### src/rtl/ucus_boru_hatti.sv
// rtl/ucus_boru_hatti.sv - four-stage passenger boarding pipeline with flight departure control
// Stages: S1 ID check, S2 baggage fee, S3 payment, S4 seat assignment and departure.
module ucus_boru_hatti #(
  parameter int BIT         = 6,
  parameter int KAPASITE    = 4,
  parameter int SERBEST_KG  = 20,
  parameter int BIRIM_UCRET = 2,
  parameter int OTO_KALKIS  = 0
) (
  input  logic           saat,
  input  logic           reset,
  input  logic           giris_gecerli,
  input  logic [BIT-1:0] kimlik_no,
  input  logic           uyruk,
  input  logic [5:0]     agirlik,
  input  logic [8:0]     bakiye,
  input  logic           kalkis_iste,
  output logic           cikis_gecerli,
  output logic           binis,
  output logic [1:0]     hata_kodu,
  output logic [8:0]     k_bakiye,
  output logic [7:0]     yolcu_sayisi,
  output logic           kalkis,
  output logic [7:0]     ucus_yolcu,
  output logic [15:0]    toplam_gelir
);

  localparam logic [7:0]  KAP       = 8'(KAPASITE);
  localparam logic [39:0] SERBEST_W = 40'(SERBEST_KG);
  localparam logic [39:0] BIRIM_W   = 40'(BIRIM_UCRET);

  // S1 kimlik
  logic       s1_v_q, s1_gecerli_q, s1_uyruk_q;
  logic [5:0] s1_agirlik_q;
  logic [8:0] s1_bakiye_q;
  logic       gecerli_d;

  assign gecerli_d = (kimlik_no != '0) && (kimlik_no != '1);

  always_ff @(posedge saat) begin
    if (reset) begin
      s1_v_q       <= 1'b0;
      s1_gecerli_q <= 1'b0;
      s1_uyruk_q   <= 1'b0;
      s1_agirlik_q <= '0;
      s1_bakiye_q  <= '0;
    end else begin
      s1_v_q       <= giris_gecerli;
      s1_gecerli_q <= gecerli_d;
      s1_uyruk_q   <= uyruk;
      s1_agirlik_q <= agirlik;
      s1_bakiye_q  <= bakiye;
    end
  end

  // S2 bavul: wide arithmetic so large parameters saturate instead of wrapping
  logic       s2_v_q, s2_gecerli_q;
  logic [7:0] s2_ucret_q;
  logic [8:0] s2_bakiye_q;
  logic [39:0] agirlik_w, ucret_ham;
  logic [7:0] ucret_d;

  always_comb begin
    agirlik_w = {34'd0, s1_agirlik_q};
    ucret_ham = 40'd0;
    if (agirlik_w > SERBEST_W) ucret_ham = (agirlik_w - SERBEST_W) * BIRIM_W;
    if (s1_uyruk_q) ucret_ham = ucret_ham << 1;
    ucret_d = (ucret_ham > 40'd255) ? 8'd255 : ucret_ham[7:0];
  end

  always_ff @(posedge saat) begin
    if (reset) begin
      s2_v_q       <= 1'b0;
      s2_gecerli_q <= 1'b0;
      s2_ucret_q   <= '0;
      s2_bakiye_q  <= '0;
    end else begin
      s2_v_q       <= s1_v_q;
      s2_gecerli_q <= s1_gecerli_q;
      s2_ucret_q   <= ucret_d;
      s2_bakiye_q  <= s1_bakiye_q;
    end
  end

  // S3 odeme
  logic       s3_v_q, s3_gecerli_q, s3_onay_q;
  logic [7:0] s3_ucret_q;
  logic [8:0] s3_bakiye_q, s3_k_bakiye_q;
  logic       onay_d;
  logic [8:0] k_bakiye_d;

  assign onay_d     = s2_gecerli_q && (s2_bakiye_q >= {1'b0, s2_ucret_q});
  assign k_bakiye_d = onay_d ? (s2_bakiye_q - {1'b0, s2_ucret_q}) : s2_bakiye_q;

  always_ff @(posedge saat) begin
    if (reset) begin
      s3_v_q        <= 1'b0;
      s3_gecerli_q  <= 1'b0;
      s3_onay_q     <= 1'b0;
      s3_ucret_q    <= '0;
      s3_bakiye_q   <= '0;
      s3_k_bakiye_q <= '0;
    end else begin
      s3_v_q        <= s2_v_q;
      s3_gecerli_q  <= s2_gecerli_q;
      s3_onay_q     <= onay_d;
      s3_ucret_q    <= s2_ucret_q;
      s3_bakiye_q   <= s2_bakiye_q;
      s3_k_bakiye_q <= k_bakiye_d;
    end
  end

  // S4 ucak
  logic        cikis_q, binis_q, kalkis_q;
  logic [1:0]  hata_q;
  logic [8:0]  k_bakiye_q;
  logic [7:0]  yolcu_q, ucus_q;
  logic [15:0] gelir_q;
  logic        dolu, binis_d, kalkis_d;
  logic [7:0]  etkin;
  logic [1:0]  hata_d;
  logic [16:0] gelir_top;
  logic [15:0] gelir_d;

  assign dolu      = (yolcu_q >= KAP);
  assign binis_d   = s3_v_q && s3_onay_q && !dolu;
  // A same-cycle boarding belongs to the flight that may be leaving now
  assign etkin     = yolcu_q + {7'd0, binis_d};
  assign kalkis_d  = (kalkis_iste && (etkin != 8'd0)) ||
                     ((OTO_KALKIS != 0) && (etkin == KAP));
  assign gelir_top = {1'b0, gelir_q} + {9'd0, s3_ucret_q};
  assign gelir_d   = gelir_top[16] ? 16'hFFFF : gelir_top[15:0];

  always_comb begin
    hata_d = 2'd0;
    if (!s3_gecerli_q)   hata_d = 2'd1;
    else if (!s3_onay_q) hata_d = 2'd2;
    else if (dolu)       hata_d = 2'd3;
  end

  always_ff @(posedge saat) begin
    if (reset) begin
      cikis_q    <= 1'b0;
      binis_q    <= 1'b0;
      hata_q     <= '0;
      k_bakiye_q <= '0;
      yolcu_q    <= '0;
      kalkis_q   <= 1'b0;
      ucus_q     <= '0;
      gelir_q    <= '0;
    end else begin
      cikis_q  <= s3_v_q;
      binis_q  <= binis_d;
      kalkis_q <= kalkis_d;
      if (s3_v_q) begin
        hata_q     <= hata_d;
        k_bakiye_q <= binis_d ? s3_k_bakiye_q : s3_bakiye_q;
      end
      if (binis_d) gelir_q <= gelir_d;
      if (kalkis_d) begin
        ucus_q  <= etkin;
        yolcu_q <= 8'd0;
      end else begin
        yolcu_q <= etkin;
      end
    end
  end

  assign cikis_gecerli = cikis_q;
  assign binis         = binis_q;
  assign hata_kodu     = hata_q;
  assign k_bakiye      = k_bakiye_q;
  assign yolcu_sayisi  = yolcu_q;
  assign kalkis        = kalkis_q;
  assign ucus_yolcu    = ucus_q;
  assign toplam_gelir  = gelir_q;

endmodule

### config.mk
export PLATFORM = sky130hd
export DESIGN_NAME = ucus_boru_hatti
export DESIGN_NICKNAME = d
export VERILOG_FILES = /design/src/rtl/ucus_boru_hatti.sv
export SDC_FILE = /design/constraint.sdc
export NUM_CORES = 1
export LEC_CHECK = 0
export CAP_MARGIN = 20
export CORE_ASPECT_RATIO = 2
export CORE_UTILIZATION = 30
export DETAILED_ROUTE_END_ITERATION = 7
export HOLD_SLACK_MARGIN = 0.15
export PLACE_DENSITY = 0.59
export SYNTH_ARGS = -nofsm -noshare
export SYNTH_HDL_FRONTEND = slang
export SYNTH_SLANG_ARGS = --single-unit
### constraint.sdc
create_clock -name saat -period 3.3 [get_ports saat]
set_input_delay 0.66 -clock saat [delete_from_list [all_inputs] [get_ports saat]]
set_output_delay 0.66 -clock saat [all_outputs]
set_load 0.005 [all_outputs]
==> summary.md <==
| Metric | Value |
|---|---|
| Outcome | finished, final reports clean |
| Setup repair after global routing missed its margin | false |
| Sequential cell area fraction in the yosys report | 47.8% |
| Total die area | around 0.016 mm² |
| Nets@finish | just over 600 |
| TritonCTS Buffers | 9 |
| Max clock buf depth | 2 |
| Clock-pin slew on the worst setup and hold paths | 0.07 ns |
| Most frequent cells after synthesis | dfxtp_1, nor2_1, nor2b_1 |
| Ratio of routed vias to standard cells | ~4.8 |
| Cell mode on critical path | ha_4 |
| Prevailing post-synth register cell | dfxtp_1 |
| Cell count along the critical path | 11 |
| Number of maximum-capacitance violations | 0 |
| Placed wire-length estimate after detailed placement | 8340 µm |
| Clock insertion delay at the later pin of the skew report | approximately 0.35 ns |
| Synth Warn # | 0 |
| Maximum cell stage delay along the critical path | 0.62 ns |
| Row Count | 64 |
| Hold Crit Depth | 1 |
| Routed length per instance | 13.8 µm |
| Number of diodes | 0 |
| Count of H-tree levels built during CTS | 3 |
| TritonCTS clock tree | yes |
| Maximum vdd drop | between 0.2 and 0.25 mV |
| Final-report max-slew violation count | 0 |
| Sort of element at the start of the critical path | register |
| Initial Util | 30.7% |
| Reg2reg path depth | 11 |
| Number of antenna violations at the first check in global routing | 0 |
| Total nets after synthesis | 539 |
| Maximum number of pins on one net before global-route repair | 37 |
| Area of the placeable core | 0.0153 mm² |
| Total overflow reported by the global router | 0 |
| Leakage Power | between 2 and 2.5 nW |
| Worst setup path category | reg2reg |
| Class of the most critical hold timing path | reg2reg |
| Share of post-route cells with drive strength above 1 | 9.22% |
| Tightest hold margin | 0.437 ns |
| Final setup vio count | 0 |
| Most area-consuming cells after synthesis | dfxtp_1, nor2b_1, ha_1 |
| CP Cell Sequence | or4_4 -> or3_4 -> clkinv_4 -> ha_4 -> ha_4 -> nand4_1 -> or4b_2 -> o41ai_2 -> a31oi_2 -> buf_4 -> a211oi_1 |
| CP required | 3.55 ns |
| Max Fanout on Critical Path | 7 |
| Starting DRC count in detailed routing | roughly 120 |
| Y dimension of the die | 179 µm |
| Final clock period utilization by the worst path | 96.0% |
| Cell area after technology mapping | 0.00469 mm² |
| Hold Fails Final Rpt | 0 |
| Min Clock Period, post-route | 3.17 ns |
| Delay-heaviest family, CP | simple AND/OR/NAND/NOR gates |
| DRC violations left | 0 |
| Total wirelength of the detailed-routed design | between 10000 and 15000 µm |
| Slowest stage cell on the critical path | or4b_2 |
| Max Clk Rate | 0.316 GHz |
| Worst slew pin tran | 0.643 ns |
| Most used standard cell by instance count after synthesis | dfxtp_1 |
| Tot Pwr | between 0.002 and 0.003 W |
| Synth unique cells | a little under 60 |
| Setup TNS | 0 ns |
| Synth top area share | 47.8% |
| Yosys top cell by area | dfxtp_1 |
| Clock sink count | 112 |
| Number of global-route vias before repair | 3548 |
| Port Buf Inserts | 71 |
| Total track usage | between 10 and 15% |
| FFs w/ async S/R, synth | 0% |
| Worst path bufs/invs | 2 |
| Routability congestion estimate from global placement | 0.833 |
| CP endpoint kind | register |
| Setup slack after layout | 0.132 ns |
| Total of fill cells in the finished design | 1490 |
| Synthesis-to-layout area growth | 28.8% |
| Via count of the routed design | approximately 3700 |
| DRT Pass-1 Iters | 4 |
| Cts-stage hold buffer count | 0 |
| Data arrival at the endpoint of the critical path | 3.42 ns |
| Antenna Violating Nets Remaining | 0 |
| Post-place setup slack | between 0.1 and 0.15 ns |
| Power per standard cell area | 465 mW/mm² |
| First-pass GRT wire length | 17000 µm |
| Die X | 90.4 µm |
| Flop and latch count out of synthesis | 112 |
| Post-synth EDFFs | 0 |
| Root buf cell | clkbuf_16 |
| Post-synthesis area per instance | 9.55 µm² |
| Clock skew after layout | 0.00929 ns |
| Gate Count Post-Synth | 491 |
| Worst-case headroom to the max-slew limit | 56.6% |
| Final core area utilization | 39.5% |
| Number of top-level pins | 72 |
## flip-flops by register name, summed over array words and instances, names as in the netlist, 2 cells and up
register,flops
s2_ucret_q,8
s2_bakiye_q,9
s1_agirlik_q,6
ucus_yolcu,8
k_bakiye,9
yolcu_sayisi,8
toplam_gelir,16
s1_bakiye_q,9
s3_ucret_q,8
hata_kodu,2
s3_k_bakiye_q,9
s3_bakiye_q,9
## through the flow
| step | instance area [µm²] | std cells |
|---|---|---|
| 2_1_floorplan | 4720 | 491 |
| 3_3_place_gp | 5680 | 754 |
| 3_5_place_dp | 5680 | 754 |
| 4_1_cts | 5990 | 770 |
| 5_1_grt | 6040 | 773 |
| 6_report | 6040 | 773 |
## report_power, final
group | switching [W] | leakage [nW] | total (W) | internal [W]
registers | 0.0000222 | 0.914 | 0.00142 | 0.00140
logic | 0.000133 | 1.27 | 0.000260 | 0.000127
clock network | 0.000505 | 0.154 | 0.00112 | 0.000619
total | 0.000660 | 2.34 | 0.00280 | 0.00215
## timing repair
item,4_1_cts,5_1_grt
resized for setup,0,4
endpoints found under the setup margin,0,7
buffers inserted,0,3
## cell families after synthesis
kind of cell / after synthesis / synth area share (%)
buffers and inverters: 46 / 4.00
muxes: 14 / 3.02
and+or+nand+nor: 182 / 20.7
xor gates and xnor gates: 16 / 2.99
DFF: 112 / 47.8
AOI/OAI and AO/OA: 99 / 15.2
adders and majority gates: 22 / 6.19
## routing by layer
layer / share of wire (%) / routed length [µm] / up-vias / GRT usage, %
li1: - / - / 1881 / -
met1: 36 / 3840 / 1712 / 12.2
met2: 56 / 6000 / 81 / 26.8
met3: 2.7 / 292 / 25 / 2.46
met4: 5.0 / 530 / 0 / 9.14
met5: 0 / 0 / - / 0
## final timing paths
kind / slack (ns) / startpoint / endpoint
max reg2reg: 0.13 / yolcu_sayisi[7] / ucus_yolcu[4]
min reg2reg: 0.44 / s1_bakiye_q[1] / s2_bakiye_q[1]
min: 0.44 / s1_bakiye_q[1] / s2_bakiye_q[1]
max: 0.13 / yolcu_sayisi[7] / ucus_yolcu[4]
## placed cells by master (no fill, tap or decap), types with 3 or more instances in the layout
cell,count
ha_1,18
xnor2_1,5
mux2i_1,13
clkinv_4,4
o21a_1,3
clkbuf_16,9
nand4_1,6
a31oi_1,3
o21ai_0,17
a311oi_1,11
buf_4,15
a211oi_1,13
a21o_1,8
a21oi_1,17
nand2_1,18
nor2_1,56
nor3_1,16
xor2_1,11
o32ai_1,3
and2_1,8
a41oi_1,3
inv_1,27
nand2b_1,9
nand3_1,4
nor2b_1,43
a2bb2oi_1,3
clkdlybuf4s50_1,70
dfxtp_1,112
## layout make-up
| class | instances | area (µm²) | share of cell area (%) |
|---|---|---|---|
| multi-input cells | 333 | 2310 | 38.2 |
| flip-flops and latches | 112 | 2240 | 37.1 |
| clock inverters | 6 | 73.8 | 1.22 |
| clock buffers | 10 | 239 | 3.96 |
| well taps | 198 | 248 | 4.10 |
| repair buffers | 86 | 818 | 13.6 |
| inverters | 28 | 110 | 1.82 |
Power figures use the tool's default switching activity.
